## src/rtl/mul_sched_pkg.sv

```systemverilog
// mul_sched_pkg: shared constants, types and helpers for the multiplier scheduler.
//   MUL_LAT_DEFAULT : default multiplier latency in clock edges
//   TAG_ID_W        : storage width of the requester id inside a tag
//   ID_W()          : encoded id width for a given requester count
//   tag_t           : one tag-pipeline stage {valid, id}
package mul_sched_pkg;

    localparam int unsigned MUL_LAT_DEFAULT = 4;

    // Tags carry a fixed-width id so the struct can live in the package;
    // only the low ID_W(N_REQ) bits are ever non-zero.
    localparam int unsigned TAG_ID_W = 8;

    function automatic int unsigned ID_W(input int unsigned n);
        return (n > 1) ? $clog2(n) : 1;
    endfunction

    typedef struct packed {
        logic                valid;
        logic [TAG_ID_W-1:0] id;
    } tag_t;

endpackage

```

## src/rtl/rr_arbiter.sv

```systemverilog
// rr_arbiter: purely combinational round-robin arbiter.
//   req    : request vector, N bits
//   ptr    : index where the search starts (highest priority this cycle)
//   gnt    : one-hot grant, or zero when no request is pending
//   gnt_id : encoded index of the granted requester (0 when no grant)
module rr_arbiter
    import mul_sched_pkg::*;
#(
    parameter  int unsigned N  = 4,
    localparam int unsigned IW = ID_W(N)
) (
    input  logic [N-1:0]  req,
    input  logic [IW-1:0] ptr,
    output logic [N-1:0]  gnt,
    output logic [IW-1:0] gnt_id
);

    logic        found;
    int unsigned idx;

    // Walk from ptr upward with wrap; the first pending request wins.
    always_comb begin
        gnt    = '0;
        gnt_id = '0;
        found  = 1'b0;
        idx    = 0;
        for (int unsigned off = 0; off < N; off++) begin
            idx = (32'(ptr) + off) % N;
            if (!found && req[idx]) begin
                found    = 1'b1;
                gnt[idx] = 1'b1;
                gnt_id   = IW'(idx);
            end
        end
    end

endmodule

```

## src/rtl/mul_sched.sv

```systemverilog
// mul_sched: round-robin scheduler sharing one pipelined 32-bit multiplier among
// N_REQ requesters. Accepts at most one operand pair per cycle, registers the
// operands into the multiplier and routes each result back to its requester via a
// tag pipeline matched to the multiplier latency.
//   CLK, RSTN            : clock, asynchronous active-low reset
//   req_valid/req_ready  : per-requester handshake (ready is a combinational grant)
//   req_a, req_b         : packed operands, requester i at [32i+31:32i]
//   mul_r1, mul_r2       : registered operands to the multiplier
//   mul_rd               : multiplier result
//   resp_valid/resp_data : one-hot result strobe and result data
//   inflight             : accepted operations not yet returned
module mul_sched
    import mul_sched_pkg::*;
#(
    parameter int unsigned N_REQ   = 4,
    parameter int unsigned MUL_LAT = MUL_LAT_DEFAULT
) (
    input  logic                         CLK,
    input  logic                         RSTN,
    input  logic [N_REQ-1:0]             req_valid,
    input  logic [N_REQ*32-1:0]          req_a,
    input  logic [N_REQ*32-1:0]          req_b,
    output logic [N_REQ-1:0]             req_ready,
    output logic [31:0]                  mul_r1,
    output logic [31:0]                  mul_r2,
    input  logic [31:0]                  mul_rd,
    output logic [N_REQ-1:0]             resp_valid,
    output logic [31:0]                  resp_data,
    output logic [$clog2(MUL_LAT+2)-1:0] inflight
);

    localparam int unsigned IW   = ID_W(N_REQ);
    localparam int unsigned IFW  = $clog2(MUL_LAT + 2);
    localparam int unsigned NSTG = MUL_LAT + 1;

    logic [N_REQ-1:0] gnt;
    logic [IW-1:0]    gnt_id;
    logic             any_gnt;

    logic [IW-1:0]  ptr_q, ptr_d;
    logic [31:0]    r1_q, r1_d;
    logic [31:0]    r2_q, r2_d;
    tag_t           tag_q [NSTG];
    tag_t           tag_d [NSTG];
    logic [IFW-1:0] inflight_q, inflight_d;
    tag_t           last;

    rr_arbiter #(
        .N (N_REQ)
    ) u_arb (
        .req    (req_valid),
        .ptr    (ptr_q),
        .gnt    (gnt),
        .gnt_id (gnt_id)
    );

    assign any_gnt   = |gnt;
    assign req_ready = gnt;
    assign last      = tag_q[NSTG-1];
    assign resp_data = mul_rd;
    assign mul_r1    = r1_q;
    assign mul_r2    = r2_q;
    assign inflight  = inflight_q;

    always_comb begin
        resp_valid = '0;
        for (int unsigned i = 0; i < N_REQ; i++) begin
            resp_valid[i] = last.valid && (last.id == TAG_ID_W'(i));
        end
    end

    always_comb begin
        r1_d = r1_q;
        r2_d = r2_q;
        for (int unsigned i = 0; i < N_REQ; i++) begin
            if (gnt[i]) begin
                r1_d = req_a[32*i +: 32];
                r2_d = req_b[32*i +: 32];
            end
        end

        ptr_d = ptr_q;
        if (any_gnt) begin
            ptr_d = (32'(gnt_id) == N_REQ - 1) ? '0 : gnt_id + 1'b1;
        end

        // Stage 0 loads alongside the operand registers; the last stage lines up
        // with mul_rd, so the tag pipeline never stalls.
        tag_d[0] = '{valid: any_gnt, id: TAG_ID_W'(gnt_id)};
        for (int unsigned k = 1; k < NSTG; k++) begin
            tag_d[k] = tag_q[k-1];
        end

        inflight_d = inflight_q;
        case ({any_gnt, last.valid})
            2'b10:   inflight_d = inflight_q + 1'b1;
            2'b01:   inflight_d = inflight_q - 1'b1;
            default: inflight_d = inflight_q;
        endcase
    end

    always_ff @(posedge CLK or negedge RSTN) begin
        if (!RSTN) begin
            ptr_q      <= '0;
            r1_q       <= '0;
            r2_q       <= '0;
            inflight_q <= '0;
            for (int unsigned k = 0; k < NSTG; k++) begin
                tag_q[k] <= '0;
            end
        end else begin
            ptr_q      <= ptr_d;
            r1_q       <= r1_d;
            r2_q       <= r2_d;
            inflight_q <= inflight_d;
            for (int unsigned k = 0; k < NSTG; k++) begin
                tag_q[k] <= tag_d[k];
            end
        end
    end

endmodule

```

## config.mk

```make
export PLATFORM = sky130hd
export DESIGN_NAME = mul_sched
export DESIGN_NICKNAME = d
export VERILOG_FILES = /design/src/rtl/mul_sched_pkg.sv /design/src/rtl/rr_arbiter.sv /design/src/rtl/mul_sched.sv
export SDC_FILE = /design/constraint.sdc
export NUM_CORES = 1
export LEC_CHECK = 0
export CAP_MARGIN = 20
export CORE_AREA = 2 2 158 160
export DETAILED_ROUTE_END_ITERATION = 10
export DIE_AREA = 0 0 160 162
export PLACE_DENSITY = 0.67
export SLEW_MARGIN = 20
export SYNTH_ARGS = -nofsm -noshare
export SYNTH_HDL_FRONTEND = slang
export SYNTH_SLANG_ARGS = --single-unit
```

## constraint.sdc

```tcl
create_clock -name CLK -period 8.3 [get_ports CLK]
set_clock_uncertainty 0.05 [all_clocks]
set_input_delay 2.49 -clock CLK [delete_from_list [all_inputs] [get_ports CLK]]
set_output_delay 2.49 -clock CLK [all_outputs]
set_load 0.01 [all_outputs]
```

Word level (Yosys, flattened, before mapping)
Index checks and enable logic that the tools add are counted.
Widths: inputs -> output; s select.
{"block": "op_classes", "n_addsub": 6, "n_mul": 0, "n_div": 0, "n_lt_le_gt_ge": 8, "n_eq_ne": 6, "shift": 0, "n_mux": 37, "bitwise_logic": 3, "n_reduce_logical": 18}
{"operator": "$mux 32", "n": 8}
{"operator": "$mux 4", "n": 4}
{"operator": "$lt 2x3->1 const B", "n": 4}
{"operator": "$or 4x4->4", "n": 3}
{"operator": "$logic_and 1x1->1", "n": 11}
{"operator": "$mux 1", "n": 11}
{"operator": "$mux 2", "n": 5}
{"operator": "$bmux 1 s2", "n": 4}
{"operator": "$demux 1 s2", "n": 4}
{"operator": "$eq 2x2->1 const B", "n": 4}
{"operator": "$ge 2x1->1 const B", "n": 4}
{"operator": "$logic_not 8->1", "n": 1}
{"operator": "$pmux 3 s2", "n": 1}
{"operator": "$add 2x1->2 const B", "n": 2}
{"operator": "$add 2x2->2 const B", "n": 2}
{"operator": "$eq 2x1->1 const B", "n": 2}
{"operator": "$reduce_bool 4->1", "n": 1}
{"operator": "$reduce_or 4->1", "n": 1}
{"operator": "$add 3x1->3 const B", "n": 1}
{"operator": "$logic_not 1->1", "n": 3}
{"operator": "$sub 3x1->3 const B", "n": 1}
{"operator": "$reduce_bool 2->1", "n": 1}
{"block": "totals", "ff_bits": 84, "latch_bits": 0, "mem_bits_rw": 0, "mem_bits_ro": 0, "inputBits": 294, "out_inout_bits": 107, "wordCells": 92, "memories": 0}

Logic depth before layout (Yosys ltp)
Gate-level depths: netlist (run 1).
{"block": "logic_depth", "ltp_word": 16, "depth_mapped": 17, "mapped_depth_nobuf": 13}

Cells and area by module
From an unflattened synthesis (run 1), not the netlist that was laid out.
{"block": "hier_totals", "cells_unflattened": 478, "area_unflattened_um2": 4978.5}
{"mod": "mul_sched", "instances": 1, "cells_per_inst": 430, "area_per_inst_um2": 4539.4, "seq_area_each_um2": 2102.0}
{"mod": "rr_arbiter", "instances": 1, "cells_per_inst": 48, "area_per_inst_um2": 439.2, "seq_area_each_um2": 0.0}

Worst setup path before layout (run 1)
Ideal clock, no wire load.
{"block": "synth_path", "path_type": "input port to output port", "start": "input port req_valid[2]", "end": "output port req_ready[2]", "arrival_time_ps": 4189, "required_time_ps": 5760, "path_slack_ps": 1571, "cell_stages": 8, "n_path_buf": 3, "path_cell_list": "mux4_2 buf_2 a21o_1 o21ai_1 and2_1 buf_2 buf_2 inv_2"}
{"block": "synth_via", "elab_chain_cells": 12, "elab_cells_between_ends": 24, "classes_between": "mux (15); bitwise (3); reduce/logical (6)"}
{"item": "start: declaration", "line_no": "mul_sched.sv:20", "rtl": "input logic [N_REQ-1:0] req_valid,"}
{"item": "$bmux 1 s2", "line_no": "rr_arbiter.sv:29", "rtl": "if (!found && req[idx]) begin"}
{"item": "$mux 1 (not written as such)", "line_no": "rr_arbiter.sv:29"}
{"item": "$mux 1", "line_no": "rr_arbiter.sv:29"}
{"item": "$logic_not 1->1", "line_no": "rr_arbiter.sv:29"}
{"item": "$logic_and 1x1->1", "line_no": "rr_arbiter.sv:29"}
{"item": "$mux 1", "line_no": "rr_arbiter.sv:29"}
{"item": "$logic_not 1->1", "line_no": "rr_arbiter.sv:29"}
{"item": "$logic_and 1x1->1", "line_no": "rr_arbiter.sv:29"}
{"item": "$mux 1", "line_no": "rr_arbiter.sv:29"}
{"item": "$logic_not 1->1", "line_no": "rr_arbiter.sv:29"}
{"item": "$logic_and 1x1->1", "line_no": "rr_arbiter.sv:29"}
{"item": "$mux 4 (*)", "line_no": "rr_arbiter.sv:29"}
{"item": "end: declaration", "line_no": "mul_sched.sv:23", "rtl": "output logic [N_REQ-1:0] req_ready,"}
Every way passes the cells marked *; elsewhere a longest branch is shown, timed or not. The select of a mux whose other input is x is not followed.

Worst setup path in the final report (run 1)
{"block": "layout_path", "start": "input port req_valid[2]", "end": "output port req_ready[1]"}
Same word-level chain as after synthesis.

==> results of run 1 <==
==> power groups by stage <==
| stage | sequential (mW) | clock (mW) | combinational [mW] |
|---|---|---|---|
| 2_1_floorplan | 0.848 | 0 | 2.77 |
| 3_3_place_gp | 0.801 | 0 | 4.07 |
| 3_5_place_dp | 0.802 | 0 | 4.13 |
| 4_1_cts | 0.801 | 0.437 | 4.13 |
| 5_1_grt | 0.828 | 0.450 | 4.44 |
| 6_report | 0.800 | 0.419 | 4.12 |
==> cell type report <==
cell class / instances / area, µm² / area share (%)
Timing Repair Buffer: 356 / 3510 / 33.1
Clock inverter: 7 / 68.8 / 0.649
Sequential cell: 84 / 2100 / 19.8
Tap cell: 324 / 405 / 3.82
Inverter: 14 / 52.6 / 0.495
Multi-Input combinational cell: 524 / 4250 / 40.0
Clock buffer: 9 / 225 / 2.12
==> final timing paths <==
path                         startpoint           end  slack, ns  depth (start not counted)
hold reg to reg                tag_d[8]       last[8]       0.30                          0
max in group asynchronous          RSTN    mul_r1[14]       4.97                          2
setup / recovery           req_valid[2]  req_ready[1]       0.44                          7
min in group asynchronous          RSTN    mul_r1[20]       2.00                          1
setup reg to reg              flip-flop   inflight[2]       3.50                         14
hold / removal                 tag_d[8]       last[8]       0.30                          0
==> per-stage QoR <==
step           hold slack, ns  instance area (µm²)  setup slack, ns  cells
3_5_place_dp            0.287                10300            0.492   1302
3_3_place_gp            0.284                10300            0.536   1302
6_report                0.300                10600            0.444   1318
4_1_cts                 0.296                10600            0.485   1318
2_1_floorplan           0.281                 7090             1.57    764
5_1_grt                 0.299                10600            0.346   1318
==> flip-flops by register name, indices dropped and copies added, names as in the netlist, named ones only <==
| name | count |
|---|---|
| inflight | 3 |
| last | 3 |
| tag_d | 12 |
| mul_r2 | 32 |
| mul_r1 | 32 |
| ptr_q | 1 |
==> synth_stat cells (all sizes together) (3+ instances only) <==
master    n  area share, %
a21boi   64            6.8
a21o      4           0.42
a221oi   64             13
buf      72            6.9
clkbuf   70            3.7
dfrtp    84             30
ha        7            1.2
inv      14           0.74
mux4      4            1.3
nand2    11           0.58
nand3    66            4.7
nand4    65            5.7
nor2      4           0.21
nor2b     3           0.26
nor3b     5           0.53
o211ai   65            6.9
o21ai     9           0.64
o22ai    67            6.0
o2bb2ai  64            7.9
xnor2     3           0.37
==> worst max-delay path, cell delays in order <==
cell             delay (ns)
clkdlybuf4s50_1        0.52
mux4_2                 0.67
nor4b_4                0.51
buf_4                  0.37
nand2_2                0.09
nand2_1                0.08
clkdlybuf4s50_1        0.58
==> kinds of logic (layout without fill, tap and decap cells) <==
group | count (synthesis) | in the layout
compound gates | 343 | 343
mux | 4 | 4
flops | 84 | 84
simple gates | 164 | 164
xor+xnor | 5 | 5
fa+ha+maj | 8 | 8
buf+inv | 156 | 386
==> per-layer routing <==
| metal | vias to the layer above | track usage, % | part of all wire, % |
|---|---|---|---|
| li1 | 3533 | - | - |
| met1 | 3882 | 28.4 | 40 |
| met2 | 393 | 40.2 | 49 |
| met3 | 73 | 4.88 | 7.6 |
| met4 | 0 | 10.6 | 3.9 |
| met5 | - | 0 | 0 |
==> run summary, run 1 <==
Outcome -> finished clean
Logic pwr share -> 77.2%
CTS tree -> built
Worst slew pin tran -> 0.888 ns
Fin crit period -> 7.86 ns
Switch share -> 53.7%
Pre-Repair DR Iteration Count -> 4
Tcrit/Tclk final -> 94.7%
Worst-path maximum fanout -> 23
Max-Cap Viols -> 0
Syn Inst Count -> 764
Max Buffers Root-to-Sink -> 2
Leading cell type in the layout, fill and taps excluded -> clkdlybuf4s50_1
Initial antenna violation count -> 0
Flop pwr share -> 15.0%
Fill count -> 2368
# port buffers -> 336
F_max -> 127 MHz
Vias per inst -> 5.98
Post-Syn Nets -> 1066
PostCTS Resize Cnt -> 0
Clock Pin Slew Worst Setup and Hold Paths -> 0.08 ns
Clock Power Share -> 7.9%
Initial Util -> 29.4%
Pin count of the biggest net entering global routing -> 68
Hold Path Class -> flip-flop to flip-flop
Required @ worst endpoint -> 5.76 ns
Placer Congestion -> 0.794
Global-route wire length before repair -> 47700 µm
Worst-Skew Late Latency -> 0.34 ns
DR WL/cell -> 23.6 µm
Die Span Y -> 162 µm
Post-synthesis mux area share -> 1.27%
Post-synthesis sequential area ratio -> 29.7%
Worst slew margin -> 40.8%
Vias in the first global route -> 8154
Drt drc -> 0
Final Util -> 44.0%
LEAKAGE -> 3.73 nW
Synth Warn # -> 0
Io pins -> 401
Synth unique cells -> 41
Final setup violation count -> 0
Final HPWL DP -> 20100 µm
Compound-gate portion of the synthesized area -> 42.5%
Kind of critical path -> primary input to primary output
Internal power -> 2.47 mW
Syn Std Cell Area -> 7090 µm²
Crit end category -> primary output
Hold-fix buffers, CTS -> 0
Fraction of final layout cells sized beyond drive strength 1 -> 11.9%
Switching Power -> 2.87 mW
Post-CTS Setup Inserts -> 0
Core Area -> 24100 µm²
Post-Synth Simple-Gate Area -> 13.2%
Area growth syn-to-layout -> 49.7%
Num rows -> 57
Die width -> 160 µm
Arr. time, crit path -> 5.32 ns
FFs w/ async S/R, synth -> 100%
Most frequent cells in the layout -> clkdlybuf4s50_1 (335), dfrtp_1 (84)
DRT iter0 DRCs -> 568
H-tree depth -> 3
GR Overflow Total -> 0
Post-Synth Adder-Cell Area -> 1.52%
Die area -> 25900 µm²
Post-route ant nets -> 0
Via count -> 7881
Synthesized area per cell -> 9.28 µm²
Root cell of the clock tree -> clkbuf_16
Peak supply drop -> 0.448 mV
Ant. Diodes -> 0
WL final -> 31100 µm
Power density over cell area -> 503 nW/µm²
RSZ-0062 raised after global routing -> false
Final hold violations -> 0
Clock sink total -> 84
Setup_tns -> 0 ns
All-Layer GR Usage -> 23.4%
Fin nets -> 1291
Ys flop type -> dfrtp_1
Largest family of logic cells by synthesized area -> compound AO/OA/AOI/OAI gates
Yosys reg bits -> 84
Max-slew violations -> 0
Post-synth EDFFs -> 0
Critical Path Source Type -> primary input
Total CTS buffers -> 9
Design Power -> 5.34 mW
Synth Area in XOR/XNOR -> 0.618%
Power figures use the tool's default switching activity.
==> inputs of run 2 (changes only) <==
Settings changed: CTS_CLUSTER_SIZE from default to 30.
==> results of run 2 <==
No change in the layout: final DEF, timing and power equal those of run 1.
==> inputs of run 3 (changes only) <==
Settings changed: CELL_PAD_IN_SITES_DETAIL_PLACEMENT from default to 1, CELL_PAD_IN_SITES_GLOBAL_PLACEMENT from default to 1, CORE_AREA 2 2 158 160 to default, CORE_MARGIN from default to 2, CORE_UTILIZATION from default to 30, DIE_AREA 0 0 160 162 to default, PLACE_DENSITY 0.67 to 0.91.
==> run 3 against run 2 <==
Against the previous run:
- wire length grew 7.7%
- core utilization up 1.4 points
- cell area is 0.24% lower
==> run summary, run 3 (synthesis gave the netlist of run 1 again) <==
Outcome -> finished clean
Finished Layout Cells -> 1311 (-0.53%)
Max-slew violations -> 0 (unchanged)
Reg area -> 2100 µm² (unchanged)
Die area -> 24900 µm² (-4.1%)
RSZ-0062 raised after global routing -> false
Worst-Skew Late Latency -> 0.34 ns (about the same)
Vias per inst -> 6.19 (+3.6%)
Peak supply drop -> 0.459 mV (+2.4%)
Final hold violations -> 0 (unchanged)
Max-Cap Viols -> 0 (unchanged)
Leading cell type in the layout, fill and taps excluded -> clkdlybuf4s50_1
Critical Path Source Type -> primary input
# port buffers -> 336 (unchanged)
LEAKAGE -> 3.71 nW (-0.62%)
Die width -> 158 µm (-1.4%)
Post-route ant nets -> 0 (unchanged)
Initial antenna violation count -> 2 (+2)
Power density over cell area -> 513 nW/µm² (+1.8%)
Arr. time, crit path -> 5.32 ns (about the same)
Crit end category -> primary output
DR WL/cell -> 25.6 µm (+8.3%)
Final HPWL DP -> 22300 µm (+11%)
Worst-path maximum fanout -> 13 (-43%)
Final setup violation count -> 0 (unchanged)
Initial Util -> 30.4% (+0.97 points)
Fraction of final layout cells sized beyond drive strength 1 -> 11.6% (-0.27 points)
Root cell of the clock tree -> clkbuf_16
Fin nets -> 1288 (-0.23%)
Most frequent cells in the layout -> clkdlybuf4s50_1 (335), dfrtp_1 (84)
Required @ worst endpoint -> 5.76 ns (about the same)
Kind of critical path -> primary input to primary output
Area of the multi-input gates -> 4250 µm² (unchanged)
Tcrit/Tclk final -> 94.7% (about the same)
Worst slew margin -> 39.9% (-0.87 points)
Place WS -> 0.445 ns (-0.0468 ns)
Io pins -> 401 (unchanged)
Setup_tns -> 0 ns (unchanged)
WL final -> 33500 µm (+7.7%)
Core Area -> 23300 µm² (-3.2%)
Clock Pin Slew Worst Setup and Hold Paths -> 0.07 ns (about the same)
Placed cell area -> 10300 µm² (-0.16%)
Final WS setup -> 0.442 ns (-0.00188 ns)
H-tree depth -> 3 (unchanged)
Pre-Repair DR Iteration Count -> 5 (+1)
Die Span Y -> 158 µm (-2.7%)
Clock sink total -> 84 (unchanged)
CTS tree -> built
Drt drc -> 0 (unchanged)
Fin crit period -> 7.86 ns (+0.00188 ns)
Hold Path Class -> flip-flop to flip-flop
Hold-fix buffers, CTS -> 0 (unchanged)
Num rows -> 56 (-1.8%)
Design Power -> 5.43 mW (+1.6%)
Pin count of the biggest net entering global routing -> 68 (unchanged)
Global-route wire length before repair -> 49700 µm (+4.3%)
Worst slew pin tran -> 0.901 ns (+0.0130 ns)
Via count -> 8121 (+3.0%)
F_max -> 127 MHz (about the same)
Placer Congestion -> 0.833 (+4.9%)
Post-CTS Setup Inserts -> 0 (unchanged)
PostCTS Resize Cnt -> 0 (unchanged)
Area growth syn-to-layout -> 49.4%
Final Instance Area -> 10600 µm² (-0.24%)
DRT iter0 DRCs -> 513 (-9.7%)
Total CTS buffers -> 9 (unchanged)
Placed cell count -> 1294 (-0.61%)
Max Buffers Root-to-Sink -> 2 (unchanged)
Fill count -> 2640 (+11%)
All-Layer GR Usage -> 25.9% (+2.5 points)
Vias in the first global route -> 8492 (+4.1%)
GR Overflow Total -> 0 (unchanged)
run 3: cell types whose count changed in the layout (fill, tap and decap cells not counted):
cell,before,now
clkinvlp_4,0,2
buf_12,0,1
clkinv_4,3,1
diode_2,0,1
clkinv_2,0,1
inv_6,1,2
inv_8,3,1
buf_4,21,17
run 3: critical path: stages:
cell	delay [ns]
clkdlybuf4s50_1	0.53
mux4_2	0.68
nor4b_4	0.61
nand2_1	0.18
and2_4	0.23
inv_2	0.04
clkdlybuf4s50_1	0.56
run 3: worst paths after layout:
check | start | endpoint | slack (ns) | cells past startpoint
setup / recovery | req_valid[2] | req_ready[2] | 0.44 | 7
hold / removal | tag_d[9] | tag_d[0] | 0.30 | 0
setup reg to reg | flip-flop | inflight[2] | 3.69 | 14
hold reg to reg | tag_d[9] | tag_d[0] | 0.30 | 0
max in group asynchronous | RSTN | tag_d[26] | 5.01 | 2
min in group asynchronous | RSTN | mul_r2[24] | 2.04 | 1
run 3: report_power, final:
group	switching (mW)	leakage [nW]	internal, mW
combinational	2.61	2.60	1.60
clock	0.197	0.134	0.208
sequential	0.147	0.972	0.663
total	2.95	3.71	2.47
run 3: through the flow:
stage | hold slack [ns] | util (%)
final | 0.296 | 45.4
after floorplan | 0.281 | -
after global routing | 0.308 | 45.4
after detailed placement | 0.286 | 44.1
after CTS | 0.302 | 45.4
after global placement | 0.283 | 44.1
run 3: layout make-up:
| class | count | share of cell area, % |
|---|---|---|
| clock buffer | 9 | 2.13 |
| tap | 319 | 3.77 |
| clock inverter | 7 | 0.544 |
| antenna | 1 | 0.0236 |
| sequential | 84 | 19.9 |
| timing repair buffer | 353 | 33.1 |
| multi-input combinational | 524 | 40.1 |
| inverter | 14 | 0.496 |
run 3: per-layer routing:
layer	global-route usage [%]	part of all wire [%]	wire length, µm	vias to the layer above
met5	0	0.039	13	-
met1	29.7	39	13000	4079
met4	14.0	4.7	1560	2
met2	43.7	49	16500	411
li1	-	-	-	3528
met3	7.04	7.5	2520	101
